===== config.mk =====
export PLATFORM = sky130hd
export DESIGN_NAME = decode_stage
export DESIGN_NICKNAME = d
export VERILOG_FILES = /design/src/rtl/mips_pkg.sv /design/src/rtl/decode_stage_regfile.sv /design/src/rtl/decode_stage.sv
export SDC_FILE = /design/constraint.sdc
export NUM_CORES = 2
export LEC_CHECK = 0
export CORE_MARGIN = 4
export CORE_UTILIZATION = 40
export DETAILED_ROUTE_END_ITERATION = 16
export GPL_TIMING_DRIVEN = 0
export HOLD_SLACK_MARGIN = 0.08
export SYNTH_ARGS = -nofsm -noshare
export SYNTH_HDL_FRONTEND = slang
export SYNTH_SLANG_ARGS = --single-unit

===== constraint.sdc =====
create_clock -name clock -period 100 [get_ports clock]
set_input_delay 20 -clock clock [delete_from_list [all_inputs] [get_ports clock]]
set_output_delay 20 -clock clock [all_outputs]
set_load 0.02 [all_outputs]

===== src/rtl/mips_pkg.sv =====
// Shared MIPS definitions: opcode/funct codes, instruction field slices,
// decode FSM state type and the decode control bundle with its decoder.
// Bit numbering is big-endian: bit 0 is the MSB of every word.
package mips_pkg;

    localparam int unsigned XLEN     = 32;
    localparam int unsigned REG_AW   = 5;
    localparam int unsigned NUM_REGS = 32;
    localparam int unsigned CNT_W    = 3;

    // Field slices of a 32-bit instruction word (first..last, MSB first)
    localparam int unsigned OPC_FIRST   = 0;
    localparam int unsigned OPC_LAST    = 5;
    localparam int unsigned RS_FIRST    = 6;
    localparam int unsigned RS_LAST     = 10;
    localparam int unsigned RT_FIRST    = 11;
    localparam int unsigned RT_LAST     = 15;
    localparam int unsigned RD_FIRST    = 16;
    localparam int unsigned RD_LAST     = 20;
    localparam int unsigned FUNCT_FIRST = 26;
    localparam int unsigned FUNCT_LAST  = 31;
    localparam int unsigned IMM_FIRST   = 16;
    localparam int unsigned IMM_LAST    = 31;

    localparam logic [0:5] OP_RTYPE  = 6'h00;
    localparam logic [0:5] OP_REGIMM = 6'h01;
    localparam logic [0:5] OP_J      = 6'h02;
    localparam logic [0:5] OP_JAL    = 6'h03;
    localparam logic [0:5] OP_BEQ    = 6'h04;
    localparam logic [0:5] OP_BNE    = 6'h05;
    localparam logic [0:5] OP_BLEZ   = 6'h06;
    localparam logic [0:5] OP_BGTZ   = 6'h07;
    localparam logic [0:5] OP_ADDI   = 6'h08;
    localparam logic [0:5] OP_ANDI   = 6'h0C;
    localparam logic [0:5] OP_ORI    = 6'h0D;
    localparam logic [0:5] OP_XORI   = 6'h0E;
    localparam logic [0:5] OP_LUI    = 6'h0F;
    localparam logic [0:5] OP_LB     = 6'h20;
    localparam logic [0:5] OP_LW     = 6'h23;
    localparam logic [0:5] OP_LHU    = 6'h25;
    localparam logic [0:5] OP_SB     = 6'h28;
    localparam logic [0:5] OP_SW     = 6'h2B;

    localparam logic [0:5] FN_JR     = 6'h08;

    typedef enum logic [0:0] {
        ST_RUN    = 1'b0,
        ST_HAZARD = 1'b1
    } dec_state_e;

    typedef struct packed {
        logic [0:31] imm_ext;
        logic [0:4]  rd_dest;
        logic        reg_wren;
        logic        mem_read;
        logic        mem_wren;
        logic        uses_rt;
    } dec_ctrl_t;

    // Pure decode of one instruction word into execute-side control.
    function automatic dec_ctrl_t decode_ctrl(input logic [0:31] insn);
        dec_ctrl_t  d;
        logic [0:5] op;
        logic [0:5] fn;
        logic [0:15] imm;
        logic       is_load;
        logic       is_store;
        logic       is_branch;
        logic       is_ialu;
        logic       is_jr;
        op        = insn[OPC_FIRST:OPC_LAST];
        fn        = insn[FUNCT_FIRST:FUNCT_LAST];
        imm       = insn[IMM_FIRST:IMM_LAST];
        is_load   = (op >= OP_LB) && (op <= OP_LHU);
        is_store  = (op >= OP_SB) && (op <= OP_SW);
        is_branch = (op == OP_REGIMM) || ((op >= OP_BEQ) && (op <= OP_BGTZ));
        is_ialu   = (op >= OP_ADDI) && (op <= OP_LUI);
        is_jr     = (op == OP_RTYPE) && (fn == FN_JR);
        d = '0;
        case (op)
            OP_ANDI, OP_ORI, OP_XORI: d.imm_ext = {16'h0000, imm};
            OP_LUI:                   d.imm_ext = {imm, 16'h0000};
            default:                  d.imm_ext = {{16{imm[0]}}, imm};
        endcase
        if (op == OP_RTYPE) begin
            d.rd_dest = insn[RD_FIRST:RD_LAST];
        end else if (is_ialu || is_load) begin
            d.rd_dest = insn[RT_FIRST:RT_LAST];
        end else if (op == OP_JAL) begin
            d.rd_dest = 5'd31;
        end
        // Stores, branches and J leave rd_dest at 0, so only JR needs an explicit kill
        d.reg_wren = (d.rd_dest != 5'd0) && !is_jr;
        d.mem_read = is_load;
        d.mem_wren = is_store;
        d.uses_rt  = (op == OP_RTYPE) || is_store || is_branch;
        return d;
    endfunction

endpackage


===== src/rtl/decode_stage_regfile.sv =====
// regfile: 32x32 register file, two asynchronous read ports, one synchronous
// write port, asynchronous active-high reset. r0 reads 0 and ignores writes.
// Optional same-cycle write-to-read forwarding when DECODE_BYPASS_EN is defined;
// otherwise reads return the pre-write contents.
// Ports: clock, reset; rd_addr_a/rd_addr_b -> rd_data_a_c/rd_data_b_c;
//        wr_en, wr_addr, wr_data.
module regfile
    import mips_pkg::*;
(
    input  logic        clock,
    input  logic        reset,
    input  logic [0:4]  rd_addr_a,
    input  logic [0:4]  rd_addr_b,
    output logic [0:31] rd_data_a_c,
    output logic [0:31] rd_data_b_c,
    input  logic        wr_en,
    input  logic [0:4]  wr_addr,
    input  logic [0:31] wr_data
);

    logic [0:31] mem_q [NUM_REGS];
    logic [0:31] mem_d [NUM_REGS];

    // Next-state of the array: single write, r0 never written
    always_comb begin
        mem_d = mem_q;
        if (wr_en && (wr_addr != 5'd0)) begin
            mem_d[wr_addr] = wr_data;
        end
    end

    always_ff @(posedge clock or posedge reset) begin
        if (reset) begin
            mem_q <= '{default: '0};
        end else begin
            mem_q <= mem_d;
        end
    end

    // Read port A
    always_comb begin
        rd_data_a_c = '0;
        if (rd_addr_a != 5'd0) begin
            rd_data_a_c = mem_q[rd_addr_a];
`ifdef DECODE_BYPASS_EN
            if (wr_en && (wr_addr == rd_addr_a)) begin
                rd_data_a_c = wr_data;
            end
`endif
        end
    end

    // Read port B
    always_comb begin
        rd_data_b_c = '0;
        if (rd_addr_b != 5'd0) begin
            rd_data_b_c = mem_q[rd_addr_b];
`ifdef DECODE_BYPASS_EN
            if (wr_en && (wr_addr == rd_addr_b)) begin
                rd_data_b_c = wr_data;
            end
`endif
        end
    end

endmodule


===== src/rtl/decode_stage.sv =====
// decode_stage: MIPS decode. Splits the fetched word into fields, reads the
// register file, extends the immediate, picks the destination and registers
// everything toward execute. Detects load-use hazards, inserts
// LOAD_USE_STALLS bubbles and holds fetch via stall_fetch (combinational).
// Optional macro DECODE_BYPASS_EN: same-cycle writeback forwarding into rs/rt.
// Ports: clock, reset (async, active-high); insn_decode, pc, insn_valid, flush
//        from fetch/execute; wb_wren, wb_rd, wb_data from writeback;
//        stall_fetch to fetch; valid_execute, pc_execute, insn_execute,
//        rs_data, rt_data, imm_ext, rd_dest, reg_wren, mem_read, mem_wren to execute.
module decode_stage
    import mips_pkg::*;
#(
    parameter int unsigned LOAD_USE_STALLS = 1
) (
    input  logic        clock,
    input  logic        reset,
    input  logic [0:31] insn_decode,
    input  logic [0:31] pc,
    input  logic        insn_valid,
    input  logic        flush,
    input  logic        wb_wren,
    input  logic [0:4]  wb_rd,
    input  logic [0:31] wb_data,
    output logic        stall_fetch,
    output logic        valid_execute,
    output logic [0:31] pc_execute,
    output logic [0:31] insn_execute,
    output logic [0:31] rs_data,
    output logic [0:31] rt_data,
    output logic [0:31] imm_ext,
    output logic [0:4]  rd_dest,
    output logic        reg_wren,
    output logic        mem_read,
    output logic        mem_wren
);

    logic [0:4]  rs_c;
    logic [0:4]  rt_c;
    logic [0:31] rs_val_c;
    logic [0:31] rt_val_c;
    dec_ctrl_t   ctrl_c;
    logic        detect_c;
    logic        issue_c;

    dec_state_e       state_q,     state_d;
    logic [CNT_W-1:0] stall_cnt_q, stall_cnt_d;

    logic        valid_q,    valid_d;
    logic [0:31] pc_q,       pc_d;
    logic [0:31] insn_q,     insn_d;
    logic [0:31] rs_data_q,  rs_data_d;
    logic [0:31] rt_data_q,  rt_data_d;
    logic [0:31] imm_q,      imm_d;
    logic [0:4]  rd_dest_q,  rd_dest_d;
    logic        reg_wren_q, reg_wren_d;
    logic        mem_read_q, mem_read_d;
    logic        mem_wren_q, mem_wren_d;

    assign rs_c   = insn_decode[RS_FIRST:RS_LAST];
    assign rt_c   = insn_decode[RT_FIRST:RT_LAST];
    assign ctrl_c = decode_ctrl(insn_decode);

    regfile u_regfile (
        .clock       (clock),
        .reset       (reset),
        .rd_addr_a   (rs_c),
        .rd_addr_b   (rt_c),
        .rd_data_a_c (rs_val_c),
        .rd_data_b_c (rt_val_c),
        .wr_en       (wb_wren),
        .wr_addr     (wb_rd),
        .wr_data     (wb_data)
    );

    // Load in execute whose destination feeds the instruction now in decode
    assign detect_c = (state_q == ST_RUN) && valid_q && mem_read_q &&
                      (rd_dest_q != 5'd0) && insn_valid &&
                      ((rd_dest_q == rs_c) || (ctrl_c.uses_rt && (rd_dest_q == rt_c)));

    assign stall_fetch = !flush && ((state_q == ST_HAZARD) || detect_c);

    // A real instruction moves to execute only in RUN with no hazard and no flush
    assign issue_c = !flush && (state_q == ST_RUN) && !detect_c && insn_valid;

    // Hazard FSM next state; the first bubble is issued from RUN itself
    always_comb begin
        state_d     = state_q;
        stall_cnt_d = stall_cnt_q;
        if (flush) begin
            state_d     = ST_RUN;
            stall_cnt_d = '0;
        end else begin
            case (state_q)
                ST_RUN: begin
                    if (detect_c && (LOAD_USE_STALLS > 1)) begin
                        state_d     = ST_HAZARD;
                        stall_cnt_d = CNT_W'(LOAD_USE_STALLS - 1);
                    end
                end
                ST_HAZARD: begin
                    stall_cnt_d = CNT_W'(stall_cnt_q - CNT_W'(1));
                    if (stall_cnt_q == CNT_W'(1)) begin
                        state_d = ST_RUN;
                    end
                end
                default: begin
                    state_d     = ST_RUN;
                    stall_cnt_d = '0;
                end
            endcase
        end
    end

    always_ff @(posedge clock or posedge reset) begin
        if (reset) begin
            state_q     <= ST_RUN;
            stall_cnt_q <= '0;
        end else begin
            state_q     <= state_d;
            stall_cnt_q <= stall_cnt_d;
        end
    end

    // Execute-side payload: bubbles clear valid/control and hold the rest
    always_comb begin
        valid_d    = 1'b0;
        reg_wren_d = 1'b0;
        mem_read_d = 1'b0;
        mem_wren_d = 1'b0;
        pc_d       = pc_q;
        insn_d     = insn_q;
        rs_data_d  = rs_data_q;
        rt_data_d  = rt_data_q;
        imm_d      = imm_q;
        rd_dest_d  = rd_dest_q;
        if (issue_c) begin
            valid_d    = 1'b1;
            reg_wren_d = ctrl_c.reg_wren;
            mem_read_d = ctrl_c.mem_read;
            mem_wren_d = ctrl_c.mem_wren;
            pc_d       = pc;
            insn_d     = insn_decode;
            rs_data_d  = rs_val_c;
            rt_data_d  = rt_val_c;
            imm_d      = ctrl_c.imm_ext;
            rd_dest_d  = ctrl_c.rd_dest;
        end
    end

    always_ff @(posedge clock or posedge reset) begin
        if (reset) begin
            valid_q    <= 1'b0;
            reg_wren_q <= 1'b0;
            mem_read_q <= 1'b0;
            mem_wren_q <= 1'b0;
            pc_q       <= '0;
            insn_q     <= '0;
            rs_data_q  <= '0;
            rt_data_q  <= '0;
            imm_q      <= '0;
            rd_dest_q  <= '0;
        end else begin
            valid_q    <= valid_d;
            reg_wren_q <= reg_wren_d;
            mem_read_q <= mem_read_d;
            mem_wren_q <= mem_wren_d;
            pc_q       <= pc_d;
            insn_q     <= insn_d;
            rs_data_q  <= rs_data_d;
            rt_data_q  <= rt_data_d;
            imm_q      <= imm_d;
            rd_dest_q  <= rd_dest_d;
        end
    end

    assign valid_execute = valid_q;
    assign pc_execute    = pc_q;
    assign insn_execute  = insn_q;
    assign rs_data       = rs_data_q;
    assign rt_data       = rt_data_q;
    assign imm_ext       = imm_q;
    assign rd_dest       = rd_dest_q;
    assign reg_wren      = reg_wren_q;
    assign mem_read      = mem_read_q;
    assign mem_wren      = mem_wren_q;

endmodule


==> metrics.txt <==
drt initial violations=5,231; Post-Syn Instances=4,591; die height=401 um; Synth async-reset ratio=100%; critical path class=input port to output pin; synthesized flop and latch total=1,197; CTS Hold Bufs=0; H-tree levels=4; grt total ovfl=0; gpl congestion=0.943; slowest CP cell=clkbuf_1; DIE WIDTH=401 um; post-layout util=47.2%; die area=0.161 mm2; CP Max Fanout=10; CORE AREA=0.153 mm2; Design Area, Final=0.0720 mm2; area grow syn2layout=16.8%; post-layout minimum cycle time=43,130 ps; syn_area_per_cell=13.4 um2; Worst Skew=28.3 ps; setup TNS=0 ps; top_reg_cell synth=dfrtp_1; vias in the first global route=45,500; capturing element type of the critical path=output pin; later-pin clock latency in the skew report=810 ps; final worst setup slack=56,870 ps; Worst slew margin=-3.80%; Highest Clock Rate=23.2 MHz; vias per cell=6.42; Least-Margin Pin Slew=1560 ps; top post-synthesis cells by area=dfrtp_1 (49%), mux2_2 (18%), mux4_2 (9.3%), mux2i_1 (8.8%), a221oi_1 (3.4%); Vias=46,000; Final Setup Violations=0; Final Hold Viols=0; leak pwr=31.2 nW; first-pass GRT wire length=350 mm; failing checks=capacitance limit, slew limit; GRT busiest layer=met2; Max Root-Sink Buffers=3; layout cells sized above 1=31.5%; Worst Path Required=80,000 ps; DRT antenna net count=0; VDD IR max=0.0189 mV; synth unique cells=52; Root Buffer=clkbuf_16; Ys Warns=0; Synth Cell Area=0.0617 mm2; Site Rows=143; largest net degree at the start of global routing=132; # IOs=276; CTS Buf Count=139; EDFF count, synth=0; drt wl/cell=35.2 um; first drt pass iteration count=7; CTS tree=done; Post-layout nets=5,116; sequential share of the synthesized area=48.6%; clock slew at the register clock pins of the worst setup and hold paths=60 ps; status=finished with violations; Min-Delay Path Class=flop to flop; global routing met2 resource utilization=44.7%; met3 Track Usage GR=10.1%; Final Total Pwr=0.00150 W; FF-to-FF setup slack=96,630 ps; pre-CTS setup slack=57,090 ps; worst path cell trace=clkbuf_1 > xor2_1 > nor2_1 > nand4_1 > a21oi_4 > clkbuf_1 > a21oi_1 > nor2_1 > clkdlybuf4s50_1; cell taking the most area after synthesis=dfrtp_1; maxcap violations=4; CTS sink count=1,197; Setup Buffers After CTS=0; area post-placement=0.0672 mm2; Post-Route WL=252 mm; RSZ-0062 raised after global routing=no; Worst path max stage delay=1050 ps; post-DP HPWL=178 mm; P per Cell Area=20.9 mW/mm2; Post-Syn Nets=4,699; crit path DAT=23,130 ps; I/O Buffers=264; Startpoint Class=input port; top-area cell type share of the netlist area=48.6%; Initial Util=40.4%; antenna violations before repair=13; Final Cycle Share=43.1%; GRT Util Overall=30.6%; GRT met1 Usage=39.1%; Final Max Tran Viols=13; DRC viols=0; CTS resizes=0
-- flip-flops by register name (all words and copies together), names as in the netlist --
register / count
imm_ext: 32
insn_execute: 32
mem_read: 1
mem_wren: 1
pc_execute: 32
rd_dest: 5
reg_wren: 1
rs_data: 32
rt_data: 32
stall_cnt_q: 3
state_q: 1
u_regfile.mem_q: 1024
valid_execute: 1
-- Yosys cell counts (6+ instances only) --
cell / n
o2111ai_1: 10
inv_1: 37
o21ai_1: 10
buf_2: 84
a22o_1: 10
buf_1: 79
a21oi_1: 136
xor2_1: 9
clkbuf_1: 315
a221oi_1: 236
nor2b_1: 9
mux4_2: 256
o31ai_1: 14
nor2_1: 61
a22oi_1: 108
mux2_2: 1012
dfrtp_1: 1197
nand2_1: 79
mux2_1: 44
a221o_1: 10
nor3_1: 6
a211o_1: 10
o21ai_0: 225
a311oi_1: 10
buf_4: 14
nand2b_1: 15
mux2i_1: 545
-- where the power goes --
part	switching [W]	internal, W	total, W
Sequential	0.0000670	0.000574	0.000641
Combinational	0.000160	0.000159	0.000319
Clock	0.000216	0.000328	0.000544
-- metal layers --
metal	vias up	part of all wire, %
met1	24100	39
li1	18400	-
met3	718	11
met2	2734	43
met5	-	0.017
met4	8	7.6
-- cells by family after synthesis --
group	after synthesis	synth area share (%)
muxes	1857	37.5
AOI/OAI and AO/OA	791	8.75
and+or+nand+nor	199	1.47
adders and majority gates	2	0.0406
DFF	1197	48.6
buffers and inverters	533	3.53
xor gates and xnor gates	12	0.170
-- layout by cell type, fill, tap and decap left out, drive strengths merged, types with 3 or more instances in the layout --
cell type      count
dfrtp           1197
xnor2              3
a211o             10
nor2b              9
buf              191
mux2i            545
a22o              10
nor4               3
a311oi            10
nor3b              3
nand2             79
a221oi           236
mux2            1056
inv               48
a21oi            137
nand4b             3
clkinv            14
bufinv            13
o2111ai           10
xor2               9
and2               3
a221o             10
nand3              5
a21boi             5
nand2b            15
o21ai            235
nor3               6
o31ai             14
clkdlybuf4s50    264
clkbuf           527
mux4             256
a22oi            108
diode             11
nor2              61
-- critical path, delay by kind of cell --
kind,cells,cell delay (ps)
buf+inv,3,2050
xor+xnor,1,150
simple gates,3,410
compound gates,2,480
-- per-stage QoR --
step | instances | hold slack [ps]
2_1_floorplan | 4591 | 441
3_3_place_gp | 6885 | 452
3_5_place_dp | 6896 | 465
4_1_cts | 7145 | 480
5_1_grt | 7147 | 491
6_report | 7157 | 477
-- worst paths after layout --
path / start / end / cells past startpoint
min in group asynchronous: reset / u_regfile.mem_q[712] / 2
min reg2reg: u_regfile.mem_q[1012] / u_regfile.mem_q[1012] / 1
min: u_regfile.mem_q[1012] / u_regfile.mem_q[1012] / 1
max: insn_decode[13] / stall_fetch / 9
max reg2reg: rd_dest[0] / rd_dest[0] / 8
max in group asynchronous: reset / u_regfile.mem_q[52] / 5
-- final cells by class --
| type | instances | area (um2) |
|---|---|---|
| antenna | 11 | 27.5 |
| buffer | 494 | 2030 |
| clock buffer | 212 | 4280 |
| clock inverter | 37 | 547 |
| fill | 13600 | 80600 |
| inverter | 39 | 156 |
| multi-input combinational | 2861 | 29600 |
| sequential | 1197 | 30000 |
| tap | 2030 | 2540 |
| timing repair buffer | 276 | 2940 |
No activity file was read; power rests on OpenSTA's default activity.
